$ cat config.mk
export PLATFORM = sky130hd
export DESIGN_NAME = eth_udp_rx_parser
export DESIGN_NICKNAME = d
export VERILOG_FILES = /design/src/rtl/eth_udp_rx_parser.sv
export SDC_FILE = /design/constraint.sdc
export NUM_CORES = 1
export LEC_CHECK = 0
export BUFFER_PORTS_ARGS = -buffer_cell sky130_fd_sc_hd__buf_2
export CORE_MARGIN = 2
export CORE_UTILIZATION = 46
export CTS_CLUSTER_DIAMETER = 150
export DETAILED_ROUTE_END_ITERATION = 6
export GPL_TIMING_DRIVEN = 1
export PLACE_DENSITY = 0.72
export SLEW_MARGIN = 25
export SYNTH_ARGS = -nofsm -noshare
export SYNTH_HDL_FRONTEND = slang
export SYNTH_SLANG_ARGS = --single-unit
$ cat constraint.sdc
create_clock -name aclk -period 2.2 [get_ports aclk]
set_input_delay 0.33 -clock aclk [delete_from_list [all_inputs] [get_ports aclk]]
set_output_delay 0.33 -clock aclk [all_outputs]
set_load 0.01 [all_outputs]
$ cat src/rtl/eth_udp_rx_parser.sv
// Ethernet/IPv4/UDP receive parser: filters frames on MAC/IP/port, captures header
// metadata and realigns the UDP payload (which starts mid-word) onto 32-bit beats.
module eth_udp_rx_parser #(
  parameter logic [47:0] LOCAL_MAC  = 48'h02_00_00_00_00_00,
  parameter logic [31:0] LOCAL_IP   = 32'hC0A8_0102,
  parameter logic [15:0] LOCAL_PORT = 16'd1234
) (
  input  logic        aclk,
  input  logic        rst,
  input  logic [31:0] eth_rxd_tdata,
  input  logic [3:0]  eth_rxd_tkeep,
  input  logic        eth_rxd_tlast,
  input  logic        eth_rxd_tvalid,
  output logic        eth_rxd_tready,
  output logic [31:0] data_tdata,
  output logic [3:0]  data_tkeep,
  output logic        data_tlast,
  output logic        data_tvalid,
  input  logic        data_tready,
  output logic [31:0] meta_src_ip,
  output logic [15:0] meta_src_port,
  output logic [15:0] meta_udp_len,
  output logic [15:0] drop_count
);

  typedef enum logic [1:0] {HDR, PASS, TAIL, DROP} state_t;

  state_t      r_state, w_state_n;
  logic [3:0]  r_wcnt, w_wcnt_n;
  logic [15:0] r_res, w_res_n;
  logic        r_tail_two, w_tail_two_n;
  logic [31:0] r_cap_ip;
  logic [15:0] r_cap_port, r_cap_len;
  logic [31:0] r_odata, w_odata;
  logic [3:0]  r_okeep, w_okeep;
  logic        r_olast, w_olast, r_ovld;
  logic [31:0] r_meta_ip;
  logic [15:0] r_meta_port, r_meta_len, r_drop;
  logic        w_tready, w_load, w_res_ld, w_drop, w_commit, w_out_free, w_acc;

  function automatic logic hdr_ok(input logic [3:0] idx, input logic [31:0] d);
    case (idx)
      4'd0:    hdr_ok = (d == LOCAL_MAC[47:16]);
      4'd1:    hdr_ok = (d[31:16] == LOCAL_MAC[15:0]);
      4'd3:    hdr_ok = (d[31:16] == 16'h0800) && (d[15:8] == 8'h45);
      4'd5:    hdr_ok = (d[7:0] == 8'd17);
      4'd7:    hdr_ok = (d[15:0] == LOCAL_IP[31:16]);
      4'd8:    hdr_ok = (d[31:16] == LOCAL_IP[15:0]);
      4'd9:    hdr_ok = (d[31:16] == LOCAL_PORT);
      default: hdr_ok = 1'b1;
    endcase
  endfunction

  function automatic logic [15:0] sat_inc(input logic [15:0] v);
    sat_inc = (v == 16'hFFFF) ? v : v + 16'd1;
  endfunction

  assign w_out_free = !r_ovld || data_tready;
  assign w_acc      = eth_rxd_tvalid && w_tready;

  always_comb begin
    w_state_n    = r_state;
    w_wcnt_n     = r_wcnt;
    w_tready     = 1'b0;
    w_load       = 1'b0;
    w_odata      = 32'h0;
    w_okeep      = 4'h0;
    w_olast      = 1'b0;
    w_res_ld     = 1'b0;
    w_res_n      = r_res;
    w_tail_two_n = r_tail_two;
    w_drop       = 1'b0;
    w_commit     = 1'b0;
    case (r_state)
      HDR: begin
        // Word 10 may emit a one-beat frame, so it waits for a free output slot
        // rather than overwrite a beat the sink has not yet taken.
        w_tready = (r_wcnt != 4'd10) || w_out_free;
        if (eth_rxd_tvalid && w_tready) begin
          w_wcnt_n = r_wcnt + 4'd1;
          if (r_wcnt != 4'd10) begin
            if (!hdr_ok(r_wcnt, eth_rxd_tdata)) begin
              w_drop    = 1'b1;
              w_wcnt_n  = 4'd0;
              w_state_n = eth_rxd_tlast ? HDR : DROP;
            end else if (eth_rxd_tlast) begin
              w_drop   = 1'b1;
              w_wcnt_n = 4'd0;
            end
          end else begin
            w_wcnt_n = 4'd0;
            if (eth_rxd_tlast && !eth_rxd_tkeep[1]) begin
              w_drop = 1'b1;
            end else begin
              w_commit = 1'b1;
              if (eth_rxd_tlast) begin
                w_load  = 1'b1;
                w_olast = 1'b1;
                if (eth_rxd_tkeep[0]) begin
                  w_odata = {eth_rxd_tdata[15:0], 16'h0};
                  w_okeep = 4'b1100;
                end else begin
                  w_odata = {eth_rxd_tdata[15:8], 24'h0};
                  w_okeep = 4'b1000;
                end
              end else begin
                w_res_ld  = 1'b1;
                w_res_n   = eth_rxd_tdata[15:0];
                w_state_n = PASS;
              end
            end
          end
        end
      end
      PASS: begin
        w_tready = w_out_free;
        if (eth_rxd_tvalid && w_tready) begin
          w_load   = 1'b1;
          w_res_ld = 1'b1;
          w_res_n  = eth_rxd_tdata[15:0];
          w_odata  = {r_res, eth_rxd_tdata[31:16]};
          w_okeep  = 4'b1111;
          if (eth_rxd_tlast) begin
            case (eth_rxd_tkeep)
              4'b1000: begin
                w_odata   = {r_res, eth_rxd_tdata[31:24], 8'h0};
                w_okeep   = 4'b1110;
                w_olast   = 1'b1;
                w_state_n = HDR;
              end
              4'b1100: begin
                w_olast   = 1'b1;
                w_state_n = HDR;
              end
              4'b1110: begin
                w_res_n      = {eth_rxd_tdata[15:8], 8'h0};
                w_tail_two_n = 1'b0;
                w_state_n    = TAIL;
              end
              default: begin
                w_tail_two_n = 1'b1;
                w_state_n    = TAIL;
              end
            endcase
          end
        end
      end
      TAIL: begin
        if (w_out_free) begin
          w_load    = 1'b1;
          w_olast   = 1'b1;
          w_odata   = r_tail_two ? {r_res, 16'h0} : {r_res[15:8], 24'h0};
          w_okeep   = r_tail_two ? 4'b1100 : 4'b1000;
          w_state_n = HDR;
        end
      end
      DROP: begin
        w_tready = 1'b1;
        if (eth_rxd_tvalid && eth_rxd_tlast) w_state_n = HDR;
      end
    endcase
  end

  // Header fields are staged here and only published once the frame is accepted.
  always_ff @(posedge aclk) begin
    if (r_state == HDR && w_acc) begin
      case (r_wcnt)
        4'd6:    r_cap_ip[31:16] <= eth_rxd_tdata[15:0];
        4'd7:    r_cap_ip[15:0]  <= eth_rxd_tdata[31:16];
        4'd8:    r_cap_port      <= eth_rxd_tdata[15:0];
        4'd9:    r_cap_len       <= eth_rxd_tdata[15:0];
        default: ;
      endcase
    end
  end

  // Single registered output stage.
  always_ff @(posedge aclk) begin
    if (rst) begin
      r_state     <= HDR;
      r_wcnt      <= 4'd0;
      r_res       <= 16'h0;
      r_tail_two  <= 1'b0;
      r_odata     <= 32'h0;
      r_okeep     <= 4'h0;
      r_olast     <= 1'b0;
      r_ovld      <= 1'b0;
      r_meta_ip   <= 32'h0;
      r_meta_port <= 16'h0;
      r_meta_len  <= 16'h0;
      r_drop      <= 16'h0;
    end else begin
      r_state    <= w_state_n;
      r_wcnt     <= w_wcnt_n;
      r_tail_two <= w_tail_two_n;
      if (w_res_ld) r_res <= w_res_n;
      if (w_load) begin
        r_odata <= w_odata;
        r_okeep <= w_okeep;
        r_olast <= w_olast;
        r_ovld  <= 1'b1;
      end else if (data_tready) begin
        r_ovld <= 1'b0;
      end
      if (w_commit) begin
        r_meta_ip   <= r_cap_ip;
        r_meta_port <= r_cap_port;
        r_meta_len  <= r_cap_len;
      end
      if (w_drop) r_drop <= sat_inc(r_drop);
    end
  end

  assign eth_rxd_tready = w_tready;
  assign data_tdata     = r_odata;
  assign data_tkeep     = r_okeep;
  assign data_tlast     = r_olast;
  assign data_tvalid    = r_ovld;
  assign meta_src_ip    = r_meta_ip;
  assign meta_src_port  = r_meta_port;
  assign meta_udp_len   = r_meta_len;
  assign drop_count     = r_drop;

endmodule

* Word-level counts from Yosys, hierarchy flattened
Index checks and enable logic that the tools add are counted.
** Word-level totals
- Bits in registers :: 205
- Input port bits :: 41
- Output and inout port bits :: 119
** Cells by class
- Add/sub/neg operators :: 2
- Equality and inequality tests :: 33
- Mux-type cells :: 78
- Bitwise logic cells :: 2
- Reductions and logical operators :: 26
** Operators with widths (number)
- $mux W32 :: 6
- $pmux W32 S3 :: 1
- $mux W16 :: 5
- $mux W24 :: 2
- $mux W4 :: 9
- $eq A16 B16 Y1 const B :: 2
- $eq A32 B26 Y1 const B :: 1
- $mux W8 :: 4
- $pmux W16 S2 :: 1
- $mux W1 :: 29
- $mux W2 :: 11
- $eq A4 B4 Y1 const B :: 5
- $add A16 B1 Y16 const B :: 1
- $eq A16 B11 Y1 const B :: 1
- $eq A16 B12 Y1 const B :: 1
- $eq A16 B9 Y1 const B :: 1
- $logic_not A16 Y1 :: 1
- $ne A2 B2 Y1 const B :: 8
- $eq A4 B3 Y1 const B :: 3
- $pmux W4 S3 :: 1
- $reduce_and A2 Y1 :: 6
- $ne A3 B3 Y1 const B :: 3
- $pmux W1 S3 :: 3
- $eq A8 B5 Y1 const B :: 1
- other kinds (22) :: 35

* Depth between registers and ports, before layout
Gate-level depths: netlist (run 1).
- Depth in word-level cells :: 11
- Depth in mapped cells :: 11
- Depth with buffers taken out :: 9

* Least setup slack after synthesis (run 1)
No wires, ideal clock.
- Kind :: reg2reg
- From :: reg r_wcnt[0]
- To :: reg r_drop[4] (netlist: drop_count[4])
- Setup time :: 121 ps
- Arrival time :: 2166 ps
- Required time :: 2079 ps
- Path slack :: -87 ps
- Cell stages (with the launch flop) :: 9
- Cells stage by stage :: dfxtp_1 inv_1 ha_1 and3b_1 clkbuf_1 a211oi_1 nand2_1 nor4b_1 mux2_2
** On the way
- Word-level cells in the longest chain between the ends :: 10
** RTL lines
- from (decl) :: RTL line 29 : logic [3:0] r_wcnt, w_wcnt_n;
- from (signal assigned) :: RTL line 194 : r_wcnt <= w_wcnt_n;
- $eq A4 B4 Y1 (tied with other cells) :: RTL line 42 : case (idx)
- $pmux W1 S7 :: RTL line 42
- $mux W1 :: RTL line 81 : if (r_wcnt != 4'd10) begin
- $mux W1 :: RTL line 79 : if (eth_rxd_tvalid && w_tready) begin
- $mux W1 :: RTL line 74 : case (r_state)
- $mux W1 :: RTL line 82 : if (!hdr_ok(r_wcnt, eth_rxd_tdata)) begin
- $mux W1 :: RTL line 81
- $mux W1 (*) :: RTL line 79
- $mux W1 (*) :: RTL line 74
- $reduce_and A2 Y1 (no source line) (*)
- to (signal assigned) :: RTL line 210 : if (w_drop) r_drop <= sat_inc(r_drop);
- to (decl) :: RTL line 38 : logic [15:0] r_meta_port, r_meta_len, r_drop;
Mark *: on every way between the ends. The rest lies on a longest branch, timed or not. The select of a mux whose other input is x is not followed.
A chain may end at the register's enable or synchronous reset.

* Final worst setup path (run 1)
- From :: reg r_wcnt[1]
- To :: reg r_drop[5] (netlist: drop_count[5])
Same word-level chain as after synthesis.

==> results of run 1 <==
==> routing by layer <==
layer	part of all wire	vias to the layer above	global-route usage	wire length, µm
met1	0.41	3132	0.304	8810
met3	0.081	43	0.0495	1710
met4	0.024	2	0.0727	518
met5	0.00038	-	0	8
met2	0.48	234	0.375	10200
li1	-	3208	-	-
==> power breakdown <==
part	internal, µW	switching [µW]	leakage (µW)
clock	1830	1390	0.000300
sequential	3940	32.5	0.00171
combinational	212	325	0.00201
total	5980	1750	0.00403
==> cell usage in the layout, fill, tap and decap left out, types with 11 or more instances in the layout <==
master	n
sky130_fd_sc_hd__nand3_1	19
sky130_fd_sc_hd__edfxtp_1	64
sky130_fd_sc_hd__a22oi_1	25
sky130_fd_sc_hd__clkbuf_16	21
sky130_fd_sc_hd__buf_2	158
sky130_fd_sc_hd__dfxtp_1	137
sky130_fd_sc_hd__nand2_1	176
sky130_fd_sc_hd__a21oi_1	104
sky130_fd_sc_hd__nor2_1	47
sky130_fd_sc_hd__buf_4	79
sky130_fd_sc_hd__and3_1	11
==> path summary, 6_finish.rpt <==
| check | from | cells after the start | endpoint | slack (ps) |
|---|---|---|---|---|
| setup / recovery | r_wcnt[1]$_SDFFE_PP0P_ | 12 | drop_count[5]$_SDFFE_PP0P_ | -140 |
| hold / removal | eth_rxd_tkeep[2] | 2 | r_tail_two$_SDFFE_PP0P_ | 80 |
| hold reg to reg | data_tkeep[3]$_SDFFE_PP0P_ | 2 | data_tkeep[3]$_SDFFE_PP0P_ | 450 |
| setup reg to reg | r_wcnt[1]$_SDFFE_PP0P_ | 12 | drop_count[5]$_SDFFE_PP0P_ | -140 |
==> logic make-up (layout without fill, tap and decap cells) <==
family / count (synthesis) / in the layout / share of synthesized area
other: 0 / 1 / 0
DFF: 205 / 205 / 0.617
adders and majority gates: 5 / 5 / 0.00813
muxes: 7 / 7 / 0.0104
AOI/OAI and AO/OA: 180 / 180 / 0.143
and+or+nand+nor: 326 / 326 / 0.191
buffers and inverters: 56 / 295 / 0.0304
==> registers in the layout, indices dropped and copies added, names as in the netlist <==
register and flops:
r_wcnt 4, data_tvalid 1, r_cap_len 16, r_res 16
drop_count 16, meta_udp_len 16, data_tkeep 4, r_tail_two 1
meta_src_port 16, data_tdata 32, r_cap_ip 32, data_tlast 1
r_state 2, meta_src_ip 32, r_cap_port 16
==> through the flow <==
| stage | setup WS (ps) | TNS, ps |
|---|---|---|
| 2_1_floorplan | 2.47 | 0 |
| 3_3_place_gp | -309 | -13040 |
| 3_5_place_dp | -326 | -16650 |
| 4_1_cts | -120 | -912 |
| 5_1_grt | -253 | -2710 |
| 6_report | -138 | -910 |
==> what timing repair did <==
action,CTS,global route
cloned,1,0
setup buffers,5,4
endpoints found under the setup margin,155,100
resized for setup,17,41
hold buffers,0,0
pin swaps,5,14
==> layout make-up <==
class | count | area, µm² | share of cell area
Sequential cell | 205 | 4750 | 0.465
Multi-Input combinational cell | 518 | 2920 | 0.285
Timing Repair Buffer | 251 | 1640 | 0.160
Clock buffer | 30 | 579 | 0.0566
Tap cell | 220 | 275 | 0.0269
Clock inverter | 8 | 41.3 | 0.00403
Inverter | 6 | 27.5 | 0.00269
Antenna cell | 1 | 2.50 | 0.000244
==> flow_summary.yaml, run 1 <==
status:
  run_status: "complete, but fails checks"
  violated_checks: "setup timing"
die:
  start_util: 0.467
  die_width_um: 133
  top_level_ports: 160
  die_y_um: 133
  core_rows: 47
  die-area_um2: 17800
  design.core.area_um2: 16500
grt:
  vias_in_the_first_global_route: 6211
  initial_antenna_violation_count: 2
  wire_length_of_the_first_global_routing_pass_um: 32500
  grt.overflow.total: 0
  global_route.usage.total: 0.228
  pin_count_of_the_biggest_net_entering_global_routing: 81
final_layout:
  finish.utilization: 0.622
  fin_cells: 1239
  nNetsFinal: 1049
  syn2layout_area_growth_pct: 33.1
  final_layout_size_suffix_gt1_frac: 0.324
  fillers: 1360
  final_non_filler_cell_area_um2: 10200
setup_path:
  worstPathMaxFanout: 8
  timing_worst_setup_path_type: "reg2reg"
  max_stage_delay_ps: 510
  cp_cell_sequence: "inv_4 > ha_4 > nand3b_1 > nand3_1 > o31ai_2 > a211oi_2 > buf_4 > a31oi_4 > buf_12 > buf_8 > or4_4 > a21oi_2"
  worst_setup_path_end_kind: "register"
  critPathSlowestCell: "sky130_fd_sc_hd__or4_4"
  startpoint_type: "register"
  worst_path_dominant_cell_family: "simple AND/OR/NAND/NOR gates"
  crit_arrival_ps: 2770
  cp.buffers_inverters: 4
  worstPathRequired_ps: 2640
place:
  port_buffers: 159
  post-dp-hpwl_um: 14400
  routabilityCongestion: 0.879
  placed_cell_area_um2: 9320
  dpl.cell_count: 1190
cts:
  ctsHtreeMaxLevel: 1
  tritoncts_num_sinks: 205
  clk_transition_reported_paths_ps: 60
  tritoncts.num_buffers: 21
  clock_path_buffers: 3
  cts_tree: "yes"
  worst_skew_pair.late_latency_ps: 500
  cts_root_buffer: "sky130_fd_sc_hd__clkbuf_16"
yosys:
  synth_ff_type: "sky130_fd_sc_hd__dfxtp_1"
  postSynthCellCount: 779
  synth.distinct_cells: 55
  synth-edff-count: 64
  post_synth_most_frequent_cells: "180 x sky130_fd_sc_hd__nand2_1, 141 x sky130_fd_sc_hd__dfxtp_1, 108 x sky130_fd_sc_hd__a21oi_1"
  synth_warn: 0
  avgSynthCellArea_um2: 9.87
  synth.top_cells.by_area: "sky130_fd_sc_hd__dfxtp_1 37%, sky130_fd_sc_hd__edfxtp_1 25%, sky130_fd_sc_hd__nand2_1 8.8%"
  synthArstFlopShare: 0
  synth_nets: 825
  cell_type_contributing_the_most_total_cell_area_after_synthesis: "sky130_fd_sc_hd__dfxtp_1"
  yosys.cell_count.top_type: "sky130_fd_sc_hd__nand2_1"
  mapped_cell_area_um2: 7690
  synth-seq-area-share: 0.617
  synthDominantCellAreaShare: 0.367
  synth.ff_latch_count: 205
detailed_routing:
  drt_iter0_markers: 682
  vias: 6619
  vias_per_cell: 5.34
  wl_per_cell_um: 17.2
  firstDrtPassIters: 5
  drc_violation_count_after_routing: 0
  drt.antenna.violating_nets: 0
  drt_wl_total_um: 21300
sta:
  finalSetupViolations: 12
  finalCritPeriodShare: 1.06
  transition_time_of_the_tightest_slew_check_pin_ps: 678
  clock-skew-final_ps: 14.0
  final-max-slew-violation-count: 0
  final.setup.worst_slack_ps: -138
  max_freq_mhz: 428
  finalHoldViolations: 0
  max_slew_margin: 0.548
  grt_setup_unrepaired: "yes"
  layout_min_cycle_time_ps: 2340
  finalHoldWorstSlack_ps: 78.8
hold_path:
  worstHoldPathType: "in2reg"
flow_run:
  max_cap_violations: 0
power:
  power_leakage_uw: 0.00403
  power_uw: 7730
  peakVddDrop_uv: 456
  power_density_nw_per_um2: 755
Note: power is estimated with default switching activity, not from simulation.
==> run 2: changes to the inputs <==
--- a/config.mk
+++ b/config.mk
@@ -5,13 +5,13 @@
 export SDC_FILE = /design/constraint.sdc
 export NUM_CORES = 1
 export LEC_CHECK = 0
-export BUFFER_PORTS_ARGS = -buffer_cell sky130_fd_sc_hd__buf_2
 export CORE_MARGIN = 2
 export CORE_UTILIZATION = 46
 export CTS_CLUSTER_DIAMETER = 150
 export DETAILED_ROUTE_END_ITERATION = 6
+export DONT_BUFFER_PORTS = 1
 export GPL_TIMING_DRIVEN = 1
-export PLACE_DENSITY = 0.72
+export SKIP_CTS_REPAIR_TIMING = 1
 export SLEW_MARGIN = 25
 export SYNTH_ARGS = -nofsm -noshare
 export SYNTH_HDL_FRONTEND = slang
==> flow_summary.yaml, run 2 (synthesis gave the netlist of run 1 again) <==
setup_path:
  timing_worst_setup_path_type: "reg2reg"
  cp_cell_sequence: "inv_4 > ha_4 > nor2_4 > o22ai_2 > o31ai_2 > a211oi_2 > a31oi_4 > buf_12 > buf_4 > buf_6 > o31ai_1 > a21oi_2"
  worstPathMaxFanout: 5
  critical_path.reg2reg.endpoint: "drop_count[7]$_SDFFE_PP0P_"
  crit_arrival_ps: 2830
  timing.rr.start: "r_wcnt[1]$_SDFFE_PP0P_"
  startpoint_type: "register"
  setup.worst_path.end: "drop_count[7]$_SDFFE_PP0P_"
  worstPathRequired_ps: 2560
  critPathSlowestCell: "sky130_fd_sc_hd__o31ai_1"
  regToRegSetupSlack_ps: -270
  worst_r2r_path_depth: 12
  worst_setup_path_end_kind: "register"
  max_stage_delay_ps: 380
  timing.critical_path.from: "r_wcnt[1]$_SDFFE_PP0P_"
hold_path:
  worstHoldPathType: "in2reg"
sta:
  finalHoldViolations: 133
  final.setup.worst_slack_ps: -270
  finalSetupViolations: 17
  finalHoldWorstSlack_ps: -90.6
  final-max-slew-violation-count: 0
  finalCritPeriodShare: 1.12
  max_freq_mhz: 405
  transition_time_of_the_tightest_slew_check_pin_ps: 519
  max_slew_margin: 0.654
  clock-skew-final_ps: 8.37
  tns_ps: -2630
  grt_setup_unrepaired: "yes"
  layout_min_cycle_time_ps: 2470
detailed_routing:
  firstDrtPassIters: 5
  routed_wl_met2_um: 10800
  wl_per_cell_um: 20.2
  drt.antenna.violating_nets: 0
  drc_violation_count_after_routing: 0
  vias: 6173
  dr.max_layer_used: "met4"
  detailroute.wirelength.met3_um: 2100
  drt_iter0_markers: 414
  vias_per_cell: 5.67
  drt_wl_total_um: 22000
  route.layer.met1.wl_um: 8510
final_layout:
  sequential_cell_area_um2: 4750
  multi_input_comb_area_um2: 3040
  fillers: 1420
  final_common_cell: "sky130_fd_sc_hd__nand2_1"
  fin_cells: 1089
  syn2layout_area_growth_pct: 26.9
  final_layout_size_suffix_gt1_frac: 0.185
  highest_count_cells_in_the_layout_ignoring_fill_and_taps: "177 x sky130_fd_sc_hd__nand2_1, 137 x sky130_fd_sc_hd__dfxtp_1, 100 x sky130_fd_sc_hd__a21oi_1"
  nNetsFinal: 899
  antenna-diode-count: 0
cts:
  cts_root_buffer: "sky130_fd_sc_hd__clkbuf_16"
  clk_transition_reported_paths_ps: 60
  tritoncts_num_sinks: 205
  worst_skew_pair.late_latency_ps: 490
  clock_path_buffers: 3
  ctsHtreeMaxLevel: 1
  cts_tree: "yes"
  tritoncts.num_buffers: 22
power:
  power_uw: 7880
  power_leakage_uw: 0.00327
  peakVddDrop_uv: 481
  power_density_nw_per_um2: 808
grt:
  vias_in_the_first_global_route: 5688
  wire_length_of_the_first_global_routing_pass_um: 31000
  initial_antenna_violation_count: 0
  pin_count_of_the_biggest_net_entering_global_routing: 146
  global_route.usage.total: 0.218
  grt.overflow.total: 0
die:
  top_level_ports: 160
  die_y_um: 133
  start_util: 0.467
  die_width_um: 133
  design.core.area_um2: 16500
  core_rows: 47
  die-area_um2: 17800
status:
  run_status: "complete, but fails checks"
  violated_checks: "hold timing, setup timing"
place:
  post-dp-hpwl_um: 13500
  routabilityCongestion: 0.855
  port_buffers: 0
  dpl.cell_count: 1001
flow_run:
  max_cap_violations: 0
run 2: changes by cell type in the layout (fill, tap and decap cells not counted), moves of 3 or more:
| cell | change |
|---|---|
| sky130_fd_sc_hd__buf_2 | -158 |
| sky130_fd_sc_hd__dlygate4sd3_1 | +34 |
| sky130_fd_sc_hd__buf_4 | -33 |
| sky130_fd_sc_hd__buf_6 | +11 |
| sky130_fd_sc_hd__buf_12 | -6 |
| sky130_fd_sc_hd__a21oi_1 | -4 |
| sky130_fd_sc_hd__clkinv_1 | -4 |
| sky130_fd_sc_hd__nor2_4 | +4 |
| sky130_fd_sc_hd__a21oi_2 | +3 |
| sky130_fd_sc_hd__clkbuf_16 | +3 |
| sky130_fd_sc_hd__nor2_2 | -3 |
run 2: worst max-delay path: cells and delay by family, from the launching register on:
family	cells	cell delay [ps]
simple gates	1	40
fa+ha+maj	1	170
compound gates	6	1290
flops	1	360
buf+inv	4	480
run 2: final cells by class:
class | count | area share
clock buffers | 36 | 0.0681
clock inverters | 4 | 0.00269
inverters | 6 | 0.00256
multi-input cells | 518 | 0.312
flip-flops and latches | 205 | 0.487
well taps | 220 | 0.0282
repair buffers | 100 | 0.0991
run 2: worst min-delay path by stage:
stage / start / endpoint / cells past startpoint
after global routing: rst / r_wcnt[1]$_SDFFE_PP0P_ / 1
final: rst / data_tkeep[3]$_SDFFE_PP0P_ / 1
after detailed placement: rst / data_tlast$_SDFFE_PP0P_ / 1
after global placement: rst / data_tlast$_SDFFE_PP0P_ / 1
after floorplan: eth_rxd_tdata[16] / r_cap_ip[0]$_DFFE_PP_ / 0
after CTS: rst / r_wcnt[1]$_SDFFE_PP0P_ / 1
run 2: per-stage QoR:
step / util / instance area, µm² / hold slack [ps] / setup slack, ps
2_1_floorplan: - / 7720 / 429 / 2.47
3_3_place_gp: 0.500 / 8230 / 411 / -243
3_5_place_dp: 0.500 / 8230 / 412 / -280
4_1_cts: 0.542 / 8920 / -103 / -306
5_1_grt: 0.593 / 9760 / -103 / -341
6_report: 0.593 / 9760 / -90.6 / -270
run 2: where the power goes:
group	switching [µW]	internal [µW]
clock network	1410	2060
logic	230	187
registers	49.2	3940
total	1690	6190
run 2: per-layer routing:
layer  vias to the layer above  GRT usage
li1                       2909          -
met3                        35     0.0780
met5                         -          0
met2                       234      0.368
met4                         0     0.0591
met1                      2995      0.266
